`src/rtl/sha256_stream_hash.sv`:
```
// Iterative multi-block SHA-256 engine, one compression round per clock, with
// optional built-in padding of block-aligned messages and optional SHA-256d.
module sha256_stream_hash #(
  parameter int CHUNKSIZE = 512,
  parameter int BLKCNT_W  = 32,
  parameter int DOUBLE_EN = 1
) (
  input  logic                 clk,
  input  logic                 reset,
  input  logic                 valid,
  output logic                 inready,
  input  logic [CHUNKSIZE-1:0] datain,
  input  logic                 last,
  input  logic                 pad_en,
  input  logic                 dbl,
  output logic                 validoutput,
  input  logic                 out_ready,
  output logic [255:0]         final_hout
);

  typedef enum logic [2:0] {S_IDLE, S_WAIT, S_ROUND, S_UPD, S_PAD, S_DBL, S_OUT} state_t;

  localparam logic [31:0] K [0:63] = '{
    32'h428a2f98, 32'h71374491, 32'hb5c0fbcf, 32'he9b5dba5, 32'h3956c25b, 32'h59f111f1, 32'h923f82a4, 32'hab1c5ed5,
    32'hd807aa98, 32'h12835b01, 32'h243185be, 32'h550c7dc3, 32'h72be5d74, 32'h80deb1fe, 32'h9bdc06a7, 32'hc19bf174,
    32'he49b69c1, 32'hefbe4786, 32'h0fc19dc6, 32'h240ca1cc, 32'h2de92c6f, 32'h4a7484aa, 32'h5cb0a9dc, 32'h76f988da,
    32'h983e5152, 32'ha831c66d, 32'hb00327c8, 32'hbf597fc7, 32'hc6e00bf3, 32'hd5a79147, 32'h06ca6351, 32'h14292967,
    32'h27b70a85, 32'h2e1b2138, 32'h4d2c6dfc, 32'h53380d13, 32'h650a7354, 32'h766a0abb, 32'h81c2c92e, 32'h92722c85,
    32'ha2bfe8a1, 32'ha81a664b, 32'hc24b8b70, 32'hc76c51a3, 32'hd192e819, 32'hd6990624, 32'hf40e3585, 32'h106aa070,
    32'h19a4c116, 32'h1e376c08, 32'h2748774c, 32'h34b0bcb5, 32'h391c0cb3, 32'h4ed8aa4a, 32'h5b9cca4f, 32'h682e6ff3,
    32'h748f82ee, 32'h78a5636f, 32'h84c87814, 32'h8cc70208, 32'h90befffa, 32'ha4506ceb, 32'hbef9a3f7, 32'hc67178f2};

  localparam logic [31:0] IV [0:7] = '{
    32'h6a09e667, 32'hbb67ae85, 32'h3c6ef372, 32'ha54ff53a,
    32'h510e527f, 32'h9b05688c, 32'h1f83d9ab, 32'h5be0cd19};

  function automatic logic [31:0] rotr(input logic [31:0] x, input int n);
    return (x >> n) | (x << (32 - n));
  endfunction

  function automatic logic [31:0] big_s0(input logic [31:0] x);
    return rotr(x, 2) ^ rotr(x, 13) ^ rotr(x, 22);
  endfunction

  function automatic logic [31:0] big_s1(input logic [31:0] x);
    return rotr(x, 6) ^ rotr(x, 11) ^ rotr(x, 25);
  endfunction

  function automatic logic [31:0] sml_s0(input logic [31:0] x);
    return rotr(x, 7) ^ rotr(x, 18) ^ (x >> 3);
  endfunction

  function automatic logic [31:0] sml_s1(input logic [31:0] x);
    return rotr(x, 17) ^ rotr(x, 19) ^ (x >> 10);
  endfunction

  state_t              st;
  logic [31:0]         w    [0:15];
  logic [31:0]         v    [0:7];
  logic [31:0]         hs   [0:7];
  logic [31:0]         hsum [0:7];
  logic [BLKCNT_W-1:0] cnt;
  logic [5:0]          rnd;
  logic                last_q, pad_q, dbl_q, pad_done, dbl_done;
  logic [31:0]         t1, t2, w_new;
  logic [63:0]         pad_len;

  // Round datapath, next schedule word, chaining sums and padding length field
  always_comb begin
    t1 = v[7] + big_s1(v[4]) + ((v[4] & v[5]) ^ (~v[4] & v[6])) + K[rnd] + w[0];
    t2 = big_s0(v[0]) + ((v[0] & v[1]) ^ (v[0] & v[2]) ^ (v[1] & v[2]));
    w_new = sml_s1(w[14]) + w[9] + sml_s0(w[1]) + w[0];
    for (int j = 0; j < 8; j++) hsum[j] = hs[j] + v[j];
    pad_len = 64'(cnt) << 6'd9;
  end

  // Control FSM, working variables, message schedule and registered outputs
  always_ff @(posedge clk) begin
    if (reset) begin
      st          <= S_IDLE;
      inready     <= 1'b1;
      validoutput <= 1'b0;
      final_hout  <= 256'd0;
      cnt         <= '0;
      rnd         <= 6'd0;
      last_q      <= 1'b0;
      pad_q       <= 1'b0;
      dbl_q       <= 1'b0;
      pad_done    <= 1'b0;
      dbl_done    <= 1'b0;
      for (int j = 0; j < 8; j++) begin
        hs[j] <= IV[j];
        v[j]  <= IV[j];
      end
      for (int j = 0; j < 16; j++) w[j] <= 32'd0;
    end else begin
      case (st)
        S_IDLE: begin
          if (valid && inready) begin
            for (int j = 0; j < 8; j++) begin
              hs[j] <= IV[j];
              v[j]  <= IV[j];
            end
            for (int j = 0; j < 16; j++) w[j] <= datain[32*j +: 32];
            cnt      <= BLKCNT_W'(1);
            dbl_q    <= dbl & (DOUBLE_EN != 0);
            last_q   <= last;
            pad_q    <= pad_en & last;
            pad_done <= 1'b0;
            dbl_done <= 1'b0;
            rnd      <= 6'd0;
            inready  <= 1'b0;
            st       <= S_ROUND;
          end
        end
        S_WAIT: begin
          if (valid && inready) begin
            for (int j = 0; j < 8; j++) v[j] <= hs[j];
            for (int j = 0; j < 16; j++) w[j] <= datain[32*j +: 32];
            cnt     <= cnt + BLKCNT_W'(1);
            last_q  <= last;
            pad_q   <= pad_en & last;
            rnd     <= 6'd0;
            inready <= 1'b0;
            st      <= S_ROUND;
          end
        end
        S_ROUND: begin
          v[0] <= t1 + t2;
          v[1] <= v[0];
          v[2] <= v[1];
          v[3] <= v[2];
          v[4] <= v[3] + t1;
          v[5] <= v[4];
          v[6] <= v[5];
          v[7] <= v[6];
          for (int j = 0; j < 15; j++) w[j] <= w[j+1];
          w[15] <= w_new;
          rnd   <= rnd + 6'd1;
          if (rnd == 6'd63) st <= S_UPD;
        end
        S_UPD: begin
          for (int j = 0; j < 8; j++) hs[j] <= hsum[j];
          if (!last_q) begin
            inready <= 1'b1;
            st      <= S_WAIT;
          end else if (pad_q && !pad_done) begin
            st <= S_PAD;
          end else if (dbl_q && !dbl_done) begin
            st <= S_DBL;
          end else begin
            validoutput <= 1'b1;
            final_hout  <= {hsum[0], hsum[1], hsum[2], hsum[3], hsum[4], hsum[5], hsum[6], hsum[7]};
            st          <= S_OUT;
          end
        end
        S_PAD: begin
          w[0] <= 32'h80000000;
          for (int j = 1; j < 14; j++) w[j] <= 32'd0;
          w[14] <= pad_len[63:32];
          w[15] <= pad_len[31:0];
          for (int j = 0; j < 8; j++) v[j] <= hs[j];
          pad_done <= 1'b1;
          rnd      <= 6'd0;
          st       <= S_ROUND;
        end
        S_DBL: begin
          // Second pass hashes the 32-byte digest as a single padded block
          for (int j = 0; j < 8; j++) begin
            w[j]  <= hs[j];
            hs[j] <= IV[j];
            v[j]  <= IV[j];
          end
          w[8] <= 32'h80000000;
          for (int j = 9; j < 15; j++) w[j] <= 32'd0;
          w[15]    <= 32'h00000100;
          dbl_done <= 1'b1;
          rnd      <= 6'd0;
          st       <= S_ROUND;
        end
        S_OUT: begin
          if (out_ready) begin
            validoutput <= 1'b0;
            inready     <= 1'b1;
            pad_done    <= 1'b0;
            dbl_done    <= 1'b0;
            st          <= S_IDLE;
          end
        end
        default: begin
          validoutput <= 1'b0;
          inready     <= 1'b1;
          st          <= S_IDLE;
        end
      endcase
    end
  end

endmodule

```
`config.mk`:
```
export PLATFORM = sky130hd
export DESIGN_NAME = sha256_stream_hash
export DESIGN_NICKNAME = d
export VERILOG_FILES = /design/src/rtl/sha256_stream_hash.sv
export SDC_FILE = /design/constraint.sdc
export NUM_CORES = 2
export LEC_CHECK = 0
export ABC_AREA = 1
export CAP_MARGIN = 20
export CORE_MARGIN = 2
export CORE_UTILIZATION = 25
export DETAILED_ROUTE_END_ITERATION = 10
export HOLD_SLACK_MARGIN = 0.12
export PLACE_DENSITY = 0.4
export SYNTH_ARGS = -nofsm -noshare
export SYNTH_HDL_FRONTEND = slang
export SYNTH_SLANG_ARGS = --single-unit
```
`constraint.sdc`:
```
create_clock -name clk -period 7.35 [get_ports clk]
set_input_delay 1.47 -clock clk [delete_from_list [all_inputs] [get_ports clk]]
set_output_delay 1.47 -clock clk [all_outputs]
set_load 0.005 [all_outputs]
```
-- Word level (Yosys, flattened, before mapping)
Memory sizes are Yosys's and may differ from the RTL's.
Index checks and enable logic that the tools add are counted.
- add/subtract/negate cells: 20
- order comparisons: 1
- eq/ne operators: 16
- multiplexer cells: 190
- bitwise logic cells: 177
- reduce and logical (&&, ||, !) cells: 24
- operator list (cell ; count):
    2-to-1 mux 32 bit ; 148
    adder 32 bit ; 18
    XOR 32 bit ; 9
    bitwise AND 32 bit ; 5
    bitwise OR 1 bit ; 144
    case mux 32 bit (2 select lines) ; 1
    adder 32 x 1 -> 32 bit (second input constant) ; 1
    NOT 32 bit ; 1
    bitwise OR 10 x 32 -> 32 bit ; 1
    bitwise OR 13 x 32 -> 32 bit ; 1
    bitwise OR 14 x 32 -> 32 bit ; 1
    bitwise OR 15 x 32 -> 32 bit ; 1
    bitwise OR 19 x 32 -> 32 bit ; 1
    bitwise OR 21 x 32 -> 32 bit ; 1
    bitwise OR 25 x 32 -> 32 bit ; 1
    bitwise OR 26 x 32 -> 32 bit ; 1
    bitwise OR 30 x 32 -> 32 bit ; 1
    bitwise OR 7 x 32 -> 32 bit ; 1
    XOR 32 x 22 -> 32 bit ; 1
    XOR 32 x 29 -> 32 bit ; 1
    2-to-1 mux 1 bit ; 28
    case mux 6 bit (3 select lines) ; 1
    inequality test 2 bit (second input constant) ; 8
    case mux 3 bit (5 select lines) ; 1
    other kinds (27) ; 51
- register bits: 304
- bits in writable memories: 1024
- memory bits (read-only): 2048
- output and inout bits: 258
- logic and storage cells: 443
- memories kept: 4
- memory list (memory ; words ; bits a word ; read ports ; clocked after Yosys merged registers in ; write ports ; RTL line ; source):
    (no name shown) ; 64 ; 32 ; 1 ; 0 ; 0 ; 70 ; t1 = v[7] + big_s1(v[4]) + ((v[4] & v[5]) ^ (~v[4] & v[6])) + K[rnd] + w[0];
    w ; 16 ; 32 ; 16 ; 0 ; 16 ; 58 ; logic [31:0] w [0:15];
    hs ; 8 ; 32 ; 8 ; 0 ; 8 ; 60 ; logic [31:0] hs [0:7];
    v ; 8 ; 32 ; 8 ; 0 ; 8 ; 59 ; logic [31:0] v [0:7];

-- Logic depth before layout (Yosys ltp)
An unclocked memory read counts as a cell.
- word-level depth: 12
- gate-level depth with buffers: 43

-- Worst setup path after synthesis
OpenSTA, ideal clock, no wires.
- path type: input to register
- start point: in reset
- end point: mem w[3][4], in the netlist w[0][100], enable pin
- arrival time: 6.058 ns
- required time: 5.611 ns
- setup slack: -0.447 ns
- stages: 5
- path buffers: 3
- cells stage by stage: buf_2 -> inv_1 -> clkbuf_1 -> clkbuf_1 -> nand2_1
- RTL lines (element ; RTL line ; source):
    start, declared ; 9 ; input logic reset,
    end, declared ; 58 ;

==> impl_metrics.toml <==
[timing]
fmax_mhz = 137.7
setup_tns_ns = 0
grt_setup_unrepaired = "true"
drv_slew = 0
relSlewSlack_pct = 16.27
finalCritPeriodShare_pct = 98.82
worstMarginPinSlew_ns = 1.243
fin_crit_ns = 7.263
clock_skew_ns = 0.03936
hold_viol = 0
setup_violations = 0

[global_routing]
grt_usage_pct = 29.43
grt.met3_usage_pct = 3.003
antenna_found_initial = 31
grt_pass1_wl_um = 729100
met2_usage_pct = 48.16
grt_pass1_vias = 85370
grt_overflow = 0
met1_usage_pct = 40.34
grt.busiest_layer = "met2"
grt_max_degree = 189

[synthesis]
ys_warn_count = 0
synthArstFlopShare_pct = 0
synth.most_common_cell = "nand2_1"
syn-mean-instance-area_um2 = 8.130
ys_seq_area_share_pct = 39.67
synth-seq-cells = 1328
synth_area_leaders = "edfxtp_1, dfxtp_1, nand2_1"
syn_inst = 10730
synthTopCellsByCount = "nand2_1, inv_1, nor2_1"
synth_edf_count = 800
yosys.area.top_type = "edfxtp_1"
synth_ff_type = "edfxtp_1"
synth.distinct_cells = 66
synth_top_area_share_pct = 27.55
netlist_area_um2 = 87200
synthesis.nets = 11830

[min_path]
hp-start = "cnt[29]"
hold_end = "cnt[29]"
hold_depth = 2
hold_class = "reg -> reg"

[setup_path]
slowest_delay_ns = 0.52
critPathSlowestCell = "fa_1"
cp_num_buf_inv = 12
cpMostUsedCell = "buf_4"
rr_startpoint = "rnd[1]"
critPathKind = "reg -> reg"
crit_arrival_ns = 8.03
required_ns = 8.12
critPathCaptureType = "register"
r2r_setup_slack_ns = 0.09
r2r_cells = 34
crit_fanout = 4
r2r_end = "v[1][14]"
startpoint_type = "register"
critPathTopFamily = "adder cells"

[layout]
synthToLayoutAreaGrowth_pct = 30.70
drive_gt1_share_pct = 13.65
nNetsFinal = 13160

[route]
num_vias = 87250
drtIter0Drc = 9042
drc_errors = 0
drt-total-wl_um = 541000
wl_per_cell_um = 32.21
vias_per_cell = 5.194
first_pass_iters = 7
ant_nets = 0

[floorplan]
dieArea_um2 = 353500
fp.coreArea_um2 = 346700
die_h_um = 594.6
die_x_um = 594.6
initial_core_util_pct = 25.15
ios = 777
std_cell_rows = 216

[clock_network]
numCtsBuffers = 177
cts-root-buf = "clkbuf_16"
clkLatencyLatePin_ns = 0.90
cts.sinks = 1328
clock_path_buffers = 4
cts_hold_buf = 0
path_clk_slew_ns = 0.06
cts_htree_levels = 4
cts_tree = "yes"

[placed_design]
portBuffers = 776
gp_congestion = 0.9462
hpwl_um = 434300

[outcome]
status = "finished, final reports clean"

[job]
drv_cap = 0
==> cell type report <==
class                           count  area (um^2)
Timing Repair Buffer             1680        15150
Clock buffer                      261         4961
Fill cell                       36770       232800
Inverter                         1470         5570
Antenna cell                       15        37.54
Multi-Input combinational cell   7401        47280
Clock inverter                     65        638.1
Sequential cell                  1328        34600
Tap cell                         4578         5728
==> placed cells by master, fill, tap and decap left out, types with 147 or more instances in the layout <==
cell type        synthesis  routed
o21ai_0                980     911
clkbuf_16                0     183
fa_1                   195     185
dfxtp_1                528     523
o211ai_1               147     147
a21oi_1                740     694
buf_4                    8     833
nand2_1               1680    1621
o32ai_1                193     192
clkdlybuf4s50_1          0     775
xnor2_1                208     204
nor2_1                1015     954
ha_1                   391     344
nand3_1                494     479
edfxtp_1               800     800
inv_1                 1455    1394
xor2_1                 250     238
==> how the worst max path moves through the flow <==
| stage | from | to | slack (ns) | cells past startpoint |
|---|---|---|---|---|
| after floorplan | rnd[1] | v[0][31] | 0.08 | 40 |
| after global placement | rnd[0] | v[0][31] | -0.97 | 39 |
| after detailed placement | rnd[0] | v[0][31] | -0.84 | 38 |
| after CTS | rnd[1] | v[0][28] | -0.01 | 37 |
| after global routing | rnd[1] | v[0][26] | -0.1 | 42 |
| final | rnd[1] | v[1][14] | 0.09 | 34 |
==> kinds of logic after synthesis <==
kind of cell               count (synthesis)  share of synthesized area (%)
adders and majority gates                586                          10.09
muxes                                     14                         0.1664
AOI/OAI and AO/OA                       2833                          20.04
and+or+nand+nor                         3510                          16.64
xor gates and xnor gates                 458                          4.600
DFF                                     1328                          39.67
buffers and inverters                   1997                          8.798
==> per-layer routing <==
layer / wire, um / vias to the layer above
li1: - / 39530
met1: 242000 / 43740
met2: 248600 / 3379
met3: 27860 / 600
met4: 22440 / 6
met5: 41 / -
==> sequential cells by signal, indices dropped and copies added (netlist names) <==
register and cells:
final_hout 256, pad_q 1, dbl_q 1, cnt 32
pad_done 1, rnd 6, w 512, hs 256
inready 1, validoutput 1, v 256, dbl_done 1
last_q 1, st 3
==> worst reg2reg max path, delay by kind of cell (launching register included) <==
| family | cells | cell delay [ns] |
|---|---|---|
| AOI/OAI and AO/OA | 7 | 1.51 |
| xor gates and xnor gates | 1 | 0.23 |
| adders and majority gates | 6 | 2.28 |
| buffers and inverters | 12 | 1.67 |
| DFF | 1 | 0.35 |
| and+or+nand+nor | 8 | 1.10 |
==> what timing repair did <==
item,CTS,global route
endpoints found under the setup margin,46,43
pin swaps,35,158
setup buffers,10,36
cloned,0,1
resized for setup,196,402
==> metrics by stage <==
| stage | hold slack (ns) | cell area [um^2] | setup WS (ns) | cells | util, % |
|---|---|---|---|---|---|
| CTS | 0.4618 | 112000 | -0.01193 | 16750 | 32.31 |
| finish | 0.4627 | 114000 | 0.08706 | 16800 | 32.87 |
| global placement | 0.4522 | 105500 | -0.9673 | 16400 | 30.44 |
| detailed placement | 0.4524 | 105600 | -0.8441 | 16410 | 30.45 |
| floorplan | 0.4391 | 87210 | 0.07815 | 10730 | - |
| global route | 0.4827 | 113900 | -0.09631 | 16790 | 32.86 |
Power is left out: the tool's default activity adds up to more than one toggle a clock period on the data nets, which glitch-free logic cannot reach.
